--- src/rtl/commu_pkg.sv ---
// Shared constants and state encodings for the commu serial link (rx and tx sides).
package commu_pkg;
  localparam int          WORD_BITS = 16;
  localparam logic [15:0] HEAD_WORD = 16'hEB90;
  localparam logic [15:0] TAIL_WORD = 16'h0D0A;

  typedef enum logic [1:0] {
    ST_IDLE = 2'd0,
    ST_PAY  = 2'd1,
    ST_CHK  = 2'd2,
    ST_TAIL = 2'd3
  } frm_state_e;

  typedef enum logic [1:0] {
    RX_IDLE  = 2'd0,
    RX_START = 2'd1,
    RX_DATA  = 2'd2,
    RX_STOP  = 2'd3
  } inf_state_e;
endpackage

--- src/rtl/commu_rx_inf.sv ---
// commu line receiver: 2-flop sync, start detect, bit timer and shift register.
// Recovers start + 16 data bits (LSB first) + stop; word_vld/word_err are 1-cycle pulses.
module commu_rx_inf (
  input  logic        clk_sys,
  input  logic        rst,
  input  logic        rx_a,
  input  logic [19:0] tbit_period,
  output logic [15:0] word_q,
  output logic        word_vld,
  output logic        word_err,
  output logic        line_busy
);
  import commu_pkg::*;

  logic       sync1_q, sync2_q, prev_q;
  inf_state_e st_q, st_d;
  logic [19:0] tmr_q, tmr_d;
  logic [3:0]  bit_q, bit_d;
  logic [15:0] shf_q, shf_d;
  logic        vld_d, err_d;
  logic        enable;
  logic        fall;

  assign enable = (tbit_period >= 20'd4);
  assign fall   = prev_q & ~sync2_q;

  always_ff @(posedge clk_sys) begin
    if (rst) begin
      sync1_q <= 1'b1;
      sync2_q <= 1'b1;
      prev_q  <= 1'b1;
      st_q    <= RX_IDLE;
      tmr_q   <= '0;
      bit_q   <= '0;
      shf_q   <= '0;
    end else begin
      sync1_q <= rx_a;
      sync2_q <= sync1_q;
      prev_q  <= sync2_q;
      st_q    <= st_d;
      tmr_q   <= tmr_d;
      bit_q   <= bit_d;
      shf_q   <= shf_d;
    end
  end

  always_comb begin
    st_d  = st_q;
    tmr_d = tmr_q;
    bit_d = bit_q;
    shf_d = shf_q;
    vld_d = 1'b0;
    err_d = 1'b0;
    if (!enable) begin
      st_d = RX_IDLE;
    end else begin
      case (st_q)
        RX_IDLE: begin
          if (fall) begin
            st_d  = RX_START;
            tmr_d = (tbit_period >> 1) - 20'd1;
          end
        end
        RX_START: begin
          if (tmr_q == '0) begin
            // line back high at mid-start: treat as a glitch
            if (sync2_q) begin
              st_d = RX_IDLE;
            end else begin
              st_d  = RX_DATA;
              tmr_d = tbit_period - 20'd1;
              bit_d = '0;
            end
          end else begin
            tmr_d = tmr_q - 20'd1;
          end
        end
        RX_DATA: begin
          if (tmr_q == '0) begin
            shf_d = {sync2_q, shf_q[15:1]};
            tmr_d = tbit_period - 20'd1;
            if (bit_q == 4'd15) st_d = RX_STOP;
            else                bit_d = bit_q + 4'd1;
          end else begin
            tmr_d = tmr_q - 20'd1;
          end
        end
        RX_STOP: begin
          if (tmr_q == '0) begin
            st_d  = RX_IDLE;
            vld_d = sync2_q;
            err_d = ~sync2_q;
          end else begin
            tmr_d = tmr_q - 20'd1;
          end
        end
        default: st_d = RX_IDLE;
      endcase
    end
  end

  assign word_q    = shf_q;
  assign word_vld  = vld_d;
  assign word_err  = err_d;
  assign line_busy = (st_q != RX_IDLE);
endmodule

--- src/rtl/commu_rx_frm.sv ---
// commu receive framer: head / payload / [checksum] / tail, payload split into bytes.
// Checksum word present only when COMMU_RX_CHK_EN is defined.
module commu_rx_frm #(
  parameter int TIMEOUT_BITS = 64
) (
  input  logic        clk_sys,
  input  logic        rst,
  input  logic        rx_a,
  input  logic [19:0] tbit_period,
  input  logic [15:0] len_pkg,
  output logic [7:0]  rx_data,
  output logic        rx_vld,
  output logic        rx_frm,
  output logic        rx_done,
  output logic        rx_err,
  output logic [7:0]  err_cnt
);
  import commu_pkg::*;

  localparam int TO_W = $clog2(TIMEOUT_BITS + 1) + 20;

  logic [15:0] word_q;
  logic        word_vld, word_err, line_busy;

  commu_rx_inf u_inf (
    .clk_sys     (clk_sys),
    .rst         (rst),
    .rx_a        (rx_a),
    .tbit_period (tbit_period),
    .word_q      (word_q),
    .word_vld    (word_vld),
    .word_err    (word_err),
    .line_busy   (line_busy)
  );

  frm_state_e  st_q, st_d;
  logic [15:0] left_q, left_d;
  logic [7:0]  lo_q, lo_d;
  logic        lo_pend_q, lo_pend_d;
  logic [7:0]  data_q, data_d;
  logic        vld_q, vld_d, frm_q, frm_d, done_q, done_d, err_q, err_d;
  logic [7:0]  cnt_q, cnt_d;
  logic [TO_W-1:0] to_q, to_d, to_load;
  logic [15:0] words_need;
  logic        fail;
`ifdef COMMU_RX_CHK_EN
  logic [15:0] sum_q, sum_d;
`endif

  assign to_load    = TO_W'(TIMEOUT_BITS) * TO_W'(tbit_period);
  assign words_need = (len_pkg >> 1) + {15'd0, len_pkg[0]};

  always_ff @(posedge clk_sys) begin
    if (rst) begin
      st_q      <= ST_IDLE;
      left_q    <= '0;
      lo_q      <= '0;
      lo_pend_q <= 1'b0;
      data_q    <= '0;
      vld_q     <= 1'b0;
      frm_q     <= 1'b0;
      done_q    <= 1'b0;
      err_q     <= 1'b0;
      cnt_q     <= '0;
      to_q      <= '0;
`ifdef COMMU_RX_CHK_EN
      sum_q     <= '0;
`endif
    end else begin
      st_q      <= st_d;
      left_q    <= left_d;
      lo_q      <= lo_d;
      lo_pend_q <= lo_pend_d;
      data_q    <= data_d;
      vld_q     <= vld_d;
      frm_q     <= frm_d;
      done_q    <= done_d;
      err_q     <= err_d;
      cnt_q     <= cnt_d;
      to_q      <= to_d;
`ifdef COMMU_RX_CHK_EN
      sum_q     <= sum_d;
`endif
    end
  end

  always_comb begin
    st_d      = st_q;
    left_d    = left_q;
    lo_d      = lo_q;
    lo_pend_d = 1'b0;
    data_d    = data_q;
    vld_d     = 1'b0;
    frm_d     = frm_q;
    done_d    = 1'b0;
    err_d     = 1'b0;
    cnt_d     = cnt_q;
    to_d      = to_q;
    fail      = 1'b0;
`ifdef COMMU_RX_CHK_EN
    sum_d     = sum_q;
`endif

    if (lo_pend_q) begin
      data_d = lo_q;
      vld_d  = 1'b1;
    end

    // timer restarts whenever a word is in flight; only idle line time counts
    if (st_q == ST_IDLE || line_busy) to_d = to_load;
    else if (to_q == '0)              fail = 1'b1;
    else                              to_d = to_q - TO_W'(1);

    case (st_q)
      ST_IDLE: begin
        if (word_vld && word_q == HEAD_WORD) begin
          left_d = words_need;
          st_d   = (words_need == '0) ? ST_TAIL : ST_PAY;
`ifdef COMMU_RX_CHK_EN
          sum_d  = '0;
`endif
        end
      end
      ST_PAY: begin
        if (word_vld) begin
          data_d = word_q[15:8];
          vld_d  = 1'b1;
          frm_d  = 1'b1;
          lo_d   = word_q[7:0];
          left_d = left_q - 16'd1;
`ifdef COMMU_RX_CHK_EN
          sum_d  = sum_q + word_q;
`endif
          if (left_q == 16'd1) begin
            lo_pend_d = ~len_pkg[0];
`ifdef COMMU_RX_CHK_EN
            st_d = ST_CHK;
`else
            st_d = ST_TAIL;
`endif
          end else begin
            lo_pend_d = 1'b1;
          end
        end
      end
`ifdef COMMU_RX_CHK_EN
      ST_CHK: begin
        if (word_vld) begin
          if (word_q == sum_q) st_d = ST_TAIL;
          else                 fail = 1'b1;
        end
      end
`endif
      ST_TAIL: begin
        if (word_vld) begin
          if (word_q == TAIL_WORD) begin
            done_d = 1'b1;
            frm_d  = 1'b0;
            st_d   = ST_IDLE;
          end else begin
            fail = 1'b1;
          end
        end
      end
      default: st_d = ST_IDLE;
    endcase

    if (word_err && st_q != ST_IDLE) fail = 1'b1;

    if (fail) begin
      err_d     = 1'b1;
      frm_d     = 1'b0;
      vld_d     = 1'b0;
      lo_pend_d = 1'b0;
      st_d      = ST_IDLE;
      if (cnt_q != 8'hFF) cnt_d = cnt_q + 8'd1;
    end
  end

  assign rx_data = data_q;
  assign rx_vld  = vld_q;
  assign rx_frm  = frm_q;
  assign rx_done = done_q;
  assign rx_err  = err_q;
  assign err_cnt = cnt_q;
endmodule

--- config.mk ---
export PLATFORM = sky130hd
export DESIGN_NAME = commu_rx_frm
export DESIGN_NICKNAME = d
export VERILOG_FILES = /design/src/rtl/commu_pkg.sv /design/src/rtl/commu_rx_inf.sv /design/src/rtl/commu_rx_frm.sv
export SDC_FILE = /design/constraint.sdc
export NUM_CORES = 1
export LEC_CHECK = 0
export ABC_CLOCK_PERIOD_IN_PS = 2800
export BUFFER_PORTS_ARGS = -buffer_cell sky130_fd_sc_hd__buf_2
export CORE_MARGIN = 3
export CORE_UTILIZATION = 30
export DETAILED_ROUTE_END_ITERATION = 16
export HOLD_SLACK_MARGIN = 0.06
export PLACE_DENSITY_LB_ADDON = 0.1
export REMOVE_ABC_BUFFERS = 1
export SYNTH_ARGS = -nofsm -noshare
export SYNTH_HDL_FRONTEND = slang
export SYNTH_SLANG_ARGS = --single-unit
--- constraint.sdc ---
create_clock -name clk_sys -period 2.8 [get_ports clk_sys]
set_clock_uncertainty 0.2 [all_clocks]
set_input_delay 0.28 -clock clk_sys [delete_from_list [all_inputs] [get_ports clk_sys]]
set_output_delay 0.28 -clock clk_sys [all_outputs]
set_load 0.01 [all_outputs]
* Word level (Yosys, flattened, before mapping) *
Cells that the tools add are included.

storage, ports and cells
  word-level logic and storage cells = 142
  flip-flop bits (word level) = 119
  bits of input ports = 39
  output and inout bits = 20

operators by class
  $add $sub $neg = 8
  muxes and demuxes = 55
  bitwise logic cells = 7
  equal/unequal tests = 25
  magnitude comparators = 1
  reduce and logical (&&, ||, !) cells = 27

operators by type and width
  operator                                               count
  2-to-1 mux 20 bit                                      5
  one-hot mux 20 bit (4 select lines)                    1
  2-to-1 mux 26 bit                                      2
  subtractor 20 x 1 -> 20 bit (second input constant)    2
  2-to-1 mux 16 bit                                      2
  one-hot mux 16 bit (2 select lines)                    1
  logical NOT 27 bit                                     1
  subtractor 27 x 1 -> 27 bit (second input constant)    1
  2-to-1 mux 2 bit                                       12
  2-to-1 mux 8 bit                                       3
  2-to-1 mux 1 bit                                       21
  >= comparator 20 x 3 -> 1 bit (second input constant)  1
  logical NOT 20 bit                                     1
  subtractor 19 x 1 -> 20 bit (second input constant)    1
  adder 15 x 1 -> 16 bit                                 1
  == test 16 x 1 -> 1 bit (second input constant)        1
  == test 16 x 12 -> 1 bit (second input constant)       1
  == test 16 bit (second input constant)                 1
  logical NOT 16 bit                                     1
  2-to-1 mux 4 bit                                       4
  != test 2 bit (second input constant)                  8
  subtractor 16 x 1 -> 16 bit (second input constant)    1
  != test 2 x 1 -> 1 bit (second input constant)         6
  AND reduction 5 bit                                    2
  other kinds (24)                                       43

* Depth between registers and ports, before layout *
  depth in word-level cells = 8
  mapped depth = 11
  mapped depth without buffers = 8

* Hierarchy *
Synthesis repeated with hierarchy kept, for this count alone.

second synthesis, totals
  cells, all modules = 1023
  area, all modules = 7902.6 sq um

modules (own cells, without submodules)
  module        cells an instance  area an instance (sq um)  seq. area each (sq um)  times used
  commu_rx_frm  540                4249.1                    1481.4                  1
  commu_rx_inf  483                3653.5                    900.9                   1

* Worst setup path after synthesis *
OpenSTA, ideal clock, no wires.

  path kind = register to register
  start point = register u_inf.tmr_q[7]
  end point = register left_q[6]
  clock period less this slack = 2.641 ns
  stages on the path, launching flop included = 10
  arrival = 2.309 ns
  library setup time = 0.132 ns
  required time = 2.468 ns
  path slack = 0.159 ns
  path buffers = 3
  cell sequence = dfxtp_1 or4_4 buf_6 nor3_2 o2111ai_2 or3_1 buf_2 buf_2 o211ai_1 o31ai_1

between the ends
  cells in the longest elaborated chain, start to end = 7
  elaborated cells on any way between the ends = 8
  those cells by class = 2 x eq/ne; 3 x mux; 3 x reduce/logical

RTL lines
  element                                   RTL line             source
  from (decl)                               commu_rx_inf.sv:17   logic [19:0] tmr_q, tmr_d;
  from (signal assigned)                    commu_rx_inf.sv:41   tmr_q <= tmr_d;
  logical NOT 20 bit (*)                    commu_rx_inf.sv:89   if (tmr_q == '0) begin
  2-to-1 mux 1 bit (*)                      commu_rx_inf.sv:89
  2-to-1 mux 1 bit (*)                      commu_rx_inf.sv:57   case (st_q)
  2-to-1 mux 1 bit (*)                      commu_rx_inf.sv:54   if (!enable) begin
  logical AND 1 bit                         commu_rx_frm.sv:116  if (word_vld && word_q == HEAD_WORD) begin
  != test 2 x 1 -> 1 bit (no source line)   -
  AND reduction 3 bit (no source line) (*)  -
  to (signal assigned)                      commu_rx_frm.sv:71   left_q <= left_d;
  to (decl)                                 commu_rx_frm.sv:37   logic [15:0] left_q, left_d;

Every way passes the cells marked *; elsewhere a longest branch is shown, timed or not.
A chain may end at the register's enable or synchronous reset.

* Worst setup path after layout *
  start point = input tbit_period[17]
  end point = register left_q[2]

between the ends
  cells in the longest elaborated chain, start to end = 5
  elaborated cells on any way between the ends = 6
  those cells by class = 1 x order compare; 2 x eq/ne; 1 x mux; 2 x reduce/logical

RTL lines
  element                                   RTL line             source
  from (decl)                               commu_rx_frm.sv:9    input logic [19:0] tbit_period,
  >= comparator 20 x 3 -> 1 bit (*)         commu_rx_inf.sv:24   assign enable = (tbit_period >= 20'd4);
  2-to-1 mux 1 bit (*)                      commu_rx_inf.sv:54
  logical AND 1 bit                         commu_rx_frm.sv:116
  != test 2 x 1 -> 1 bit (no source line)   -
  AND reduction 3 bit (no source line) (*)  -

Marked as above.

==> key figures <==
Clock tree
  • Worst-case clock buffer depth: 2
  • Clock latency on the worst-skew pair: 430 ps
  • Clock sinks: between 100 and 150
  • Clock-pin slew on the worst setup and hold paths: 60 ps
  • Root Driver: clkbuf_16
  • CTS tree: done
  • H-tree Lvls: 4
  • TritonCTS Buffers: 17

Timing
  • Least-Margin Pin Slew: between 600 and 700 ps
  • Final setup viols: 0
  • Setup TNS: 0 ps
  • Fin crit share: 0.9704
  • Rel. slew slack: 0.5454
  • RSZ-0062 raised after global routing: false
  • Hold Fails Final Rpt: 0
  • Highest clock rate: 368.0 MHz
  • Max Slew Vio Count: 0
  • Hold WS: ~64 ps
  • Tmin final: 2717 ps

Cells and area
  • Final Instance Area: ~0.0095 mm^2
  • Area Overhead vs Synth: 24.77%
  • Final net count: approximately 1,200
  • Share of layout cells above drive strength 1: 0.1959
  • Ant. Diodes: 0

Detailed routing
  • Pre-antenna DRT Iters: 6
  • Total number of vias: 7,609
  • Wire per inst: 16.80 um
  • DRC viols: 0
  • DR iter-0 viols: 450
  • Via density: 5.277
  • Final WL: 24,220 um
  • ANT nets after route: 0

Synth
  • Main synth FF type: dfxtp_1
  • Ys Warns: 0
  • Post-Syn Instances: 995
  • Distinct cells, synth: 78
  • Asr flop ratio synth: 0
  • Yosys reg bits: 119
  • Area contributors post-synth: dfxtp_1 (31%), nand2_1 (6.4%), a21oi_1 (4.7%), xor2_1 (4.6%), nor2_1 (4.4%)
  • Yosys top cell area share: 0.3123
  • Post-Syn Area per Cell: 7.666 um^2
  • Post-synthesis sequential area ratio: 0.3123
  • Number of synthesized flops with an enable pin: 0
  • Netlist Area Pre-Place: 0.007627 mm^2
  • Largest area contributor in the netlist: dfxtp_1

Worst setup path
  • Critical Path RT: 2910 ps
  • Cells along the critical path: dlygate4sd3_1, buf_2, nor4_1, nand4_1, buf_4, o2111ai_4, or3_4, buf_12, nor2_1, o221a_1
  • Largest delay share family, worst path: buffers and inverters
  • Crit-path slowest cell: dlygate4sd3_1
  • Largest fanout on the critical path: 14
  • Max stage delay on crit path: 530 ps
  • Critical Path Sink Type: flop
  • WP data arrival: 2830 ps
  • Crit path buf inv count: 4
  • Startpoint Class: input port
  • Setup CP Type: input port to flop

Floorplanning
  • Core Area: 0.02468 mm^2
  • Initial Utilization: 0.3091
  • Die area: 0.02737 mm^2
  • Cell Rows: 57
  • Die width: between 150 and 200 um
  • Chip height: 165.5 um
  • Number of placed I/O pins: 59

Power
  • Leak pwr: around 3.5 nW
  • PD cells: 680.5 mW/mm^2
  • Worst vdd ir: 0.3491 mV

GRT
  • Grt ovf: 0
  • Vias in the first global route: 7,319
  • Largest net degree at the start of global routing: about 60
  • First-pass GRT wire length: 39,230 um
  • Total track usage: 0.1799
  • Antenna violations before repair: 0

Place
  • Routability cong.: 0.8214
  • Hpwl dp: 17,550 um
  • Port Buffers: 58
  • Post-DP Area: just under 0.009 mm^2

Hold path
  • Hold Crit Class: input port to flop

Run status
  • Status: finished clean

Job
  • Max Cap Violations: 0
## cell usage after synthesis (6+ instances only)
cell,instances
xnor2_1,33
a21oi_1,72
o32ai_1,6
o21ai_0,51
nand3_1,40
or4_1,17
inv_1,26
or2_2,8
o211ai_1,11
dfxtp_1,119
o31ai_1,8
nand2_1,130
nor4_1,33
a31oi_1,6
a211oi_1,25
mux2i_1,14
or3_1,17
nor2_1,90
buf_2,10
nor3_1,26
nor2b_1,6
clkbuf_1,48
xor2_1,40
ha_1,18
a221oi_1,6
nand4_1,18
## state kept, by name, summed over array words and instances, names as in the netlist, 4 cells and up, named ones only
signal	flops
u_inf.bit_q	4
u_inf.tmr_q	20
u_inf.word_q	16
left_q	16
lo_q	8
to_q	27
err_cnt	8
rx_data	8
## cell type report
type / count / area, um^2
timing repair buffer: 155 / 1071
inverter: 26 / 97.59
clock inverter: 15 / 181.4
tap: 324 / 405.4
multi-input combinational: 786 / 4951
sequential: 119 / 2385
fill: 2670 / 15160
clock buffer: 17 / 425.4
## repair_timing
item | CTS | global route
endpoints found under the hold margin | 15 | 0
setup buffers | 0 | 1
setup endpoints to repair | 0 | 46
gates resized for setup | 0 | 18
hold buffers | 15 | 0
## worst reg2reg max path: stages, from the launching register on
cell and delay (ps):
dfxtp_2 370, inv_1 70, ha_1 210, nor2b_1 170, and4_2 280, buf_4 160, a31o_2 260, or4_1 490
a311oi_1 270, o21a_1 130
## layout by cell type (no fill, tap or decap), drive strengths merged, types with 6 or more instances in the layout
cell	synthesis	routed
a2111oi	6	6
a211oi	25	25
a21oi	72	72
a221oi	7	7
a31oi	7	7
buf	17	140
clkbuf	48	17
dfxtp	119	119
dlygate4sd3	0	15
ha	18	18
inv	26	35
mux2i	14	14
nand2	130	130
nand3	41	41
nand4	18	18
nor2	90	90
nor2b	6	6
nor3	29	29
nor3b	6	6
nor4	37	37
o211ai	11	11
o21ai	57	57
o31ai	8	8
o32ai	7	7
or2	9	10
or3	17	17
or4	18	18
xnor2	33	33
xor2	40	40
## per-stage QoR
stage	setup WS, ps	util	std cells	power [mW]
3_3_place_gp	100.4	0.3511	1393	4.164
3_5_place_dp	97.54	0.3511	1393	4.153
5_1_grt	4.747	0.3857	1442	6.856
2_1_floorplan	59.30	-	930	3.275
6_report	82.84	0.3857	1442	6.476
4_1_cts	34.55	0.3818	1440	6.500
## per-layer routing
layer / vias to the layer above / share of wire / wire, um / GRT usage
li1: 3858 / - / - / -
met1: 3593 / 0.48 / 11510 / 0.2427
met2: 146 / 0.48 / 11640 / 0.3019
met3: 12 / 0.037 / 899 / 0.03093
met4: 0 / 0.0072 / 174 / 0.03819
met5: - / 0 / 0 / 0
## power by group
| group | switching [mW] | total, mW | internal [mW] |
|---|---|---|---|
| clock network | 0.942 | 2.29 | 1.35 |
| registers | 0.104 | 1.91 | 1.80 |
| logic | 1.35 | 2.28 | 0.920 |
## final timing paths
check,from,endpoint,slack [ps],depth (start not counted)
worst max-delay path,tbit_period[17],left_q[2]$_SDFFE_PP0P_,80,10
worst min-delay path,len_pkg[0],lo_pend_q$_SDFF_PP0_,60,4
worst max register to register,u_inf.tmr_q[0]$_SDFFE_PP0P_,u_inf.tmr_q[15]$_SDFFE_PP0P_,130,9
worst min register to register,u_inf.sync1_q$_SDFF_PP1_,u_inf.sync2_q$_SDFF_PP1_,230,1
## cells by family after synthesis
logic type               count (synthesis)  share of synthesized area
AND/OR/NAND/NOR                        429                     0.2871
AO/OA/AOI/OAI                          248                     0.2147
flip-flops                             119                     0.3123
buffers and inverters                   91                    0.04987
XOR/XNOR                                73                    0.08383
adder cells (fa/ha/maj)                 19                    0.03084
multiplexers                            16                    0.02132
(Power assumes the default switching activity.)
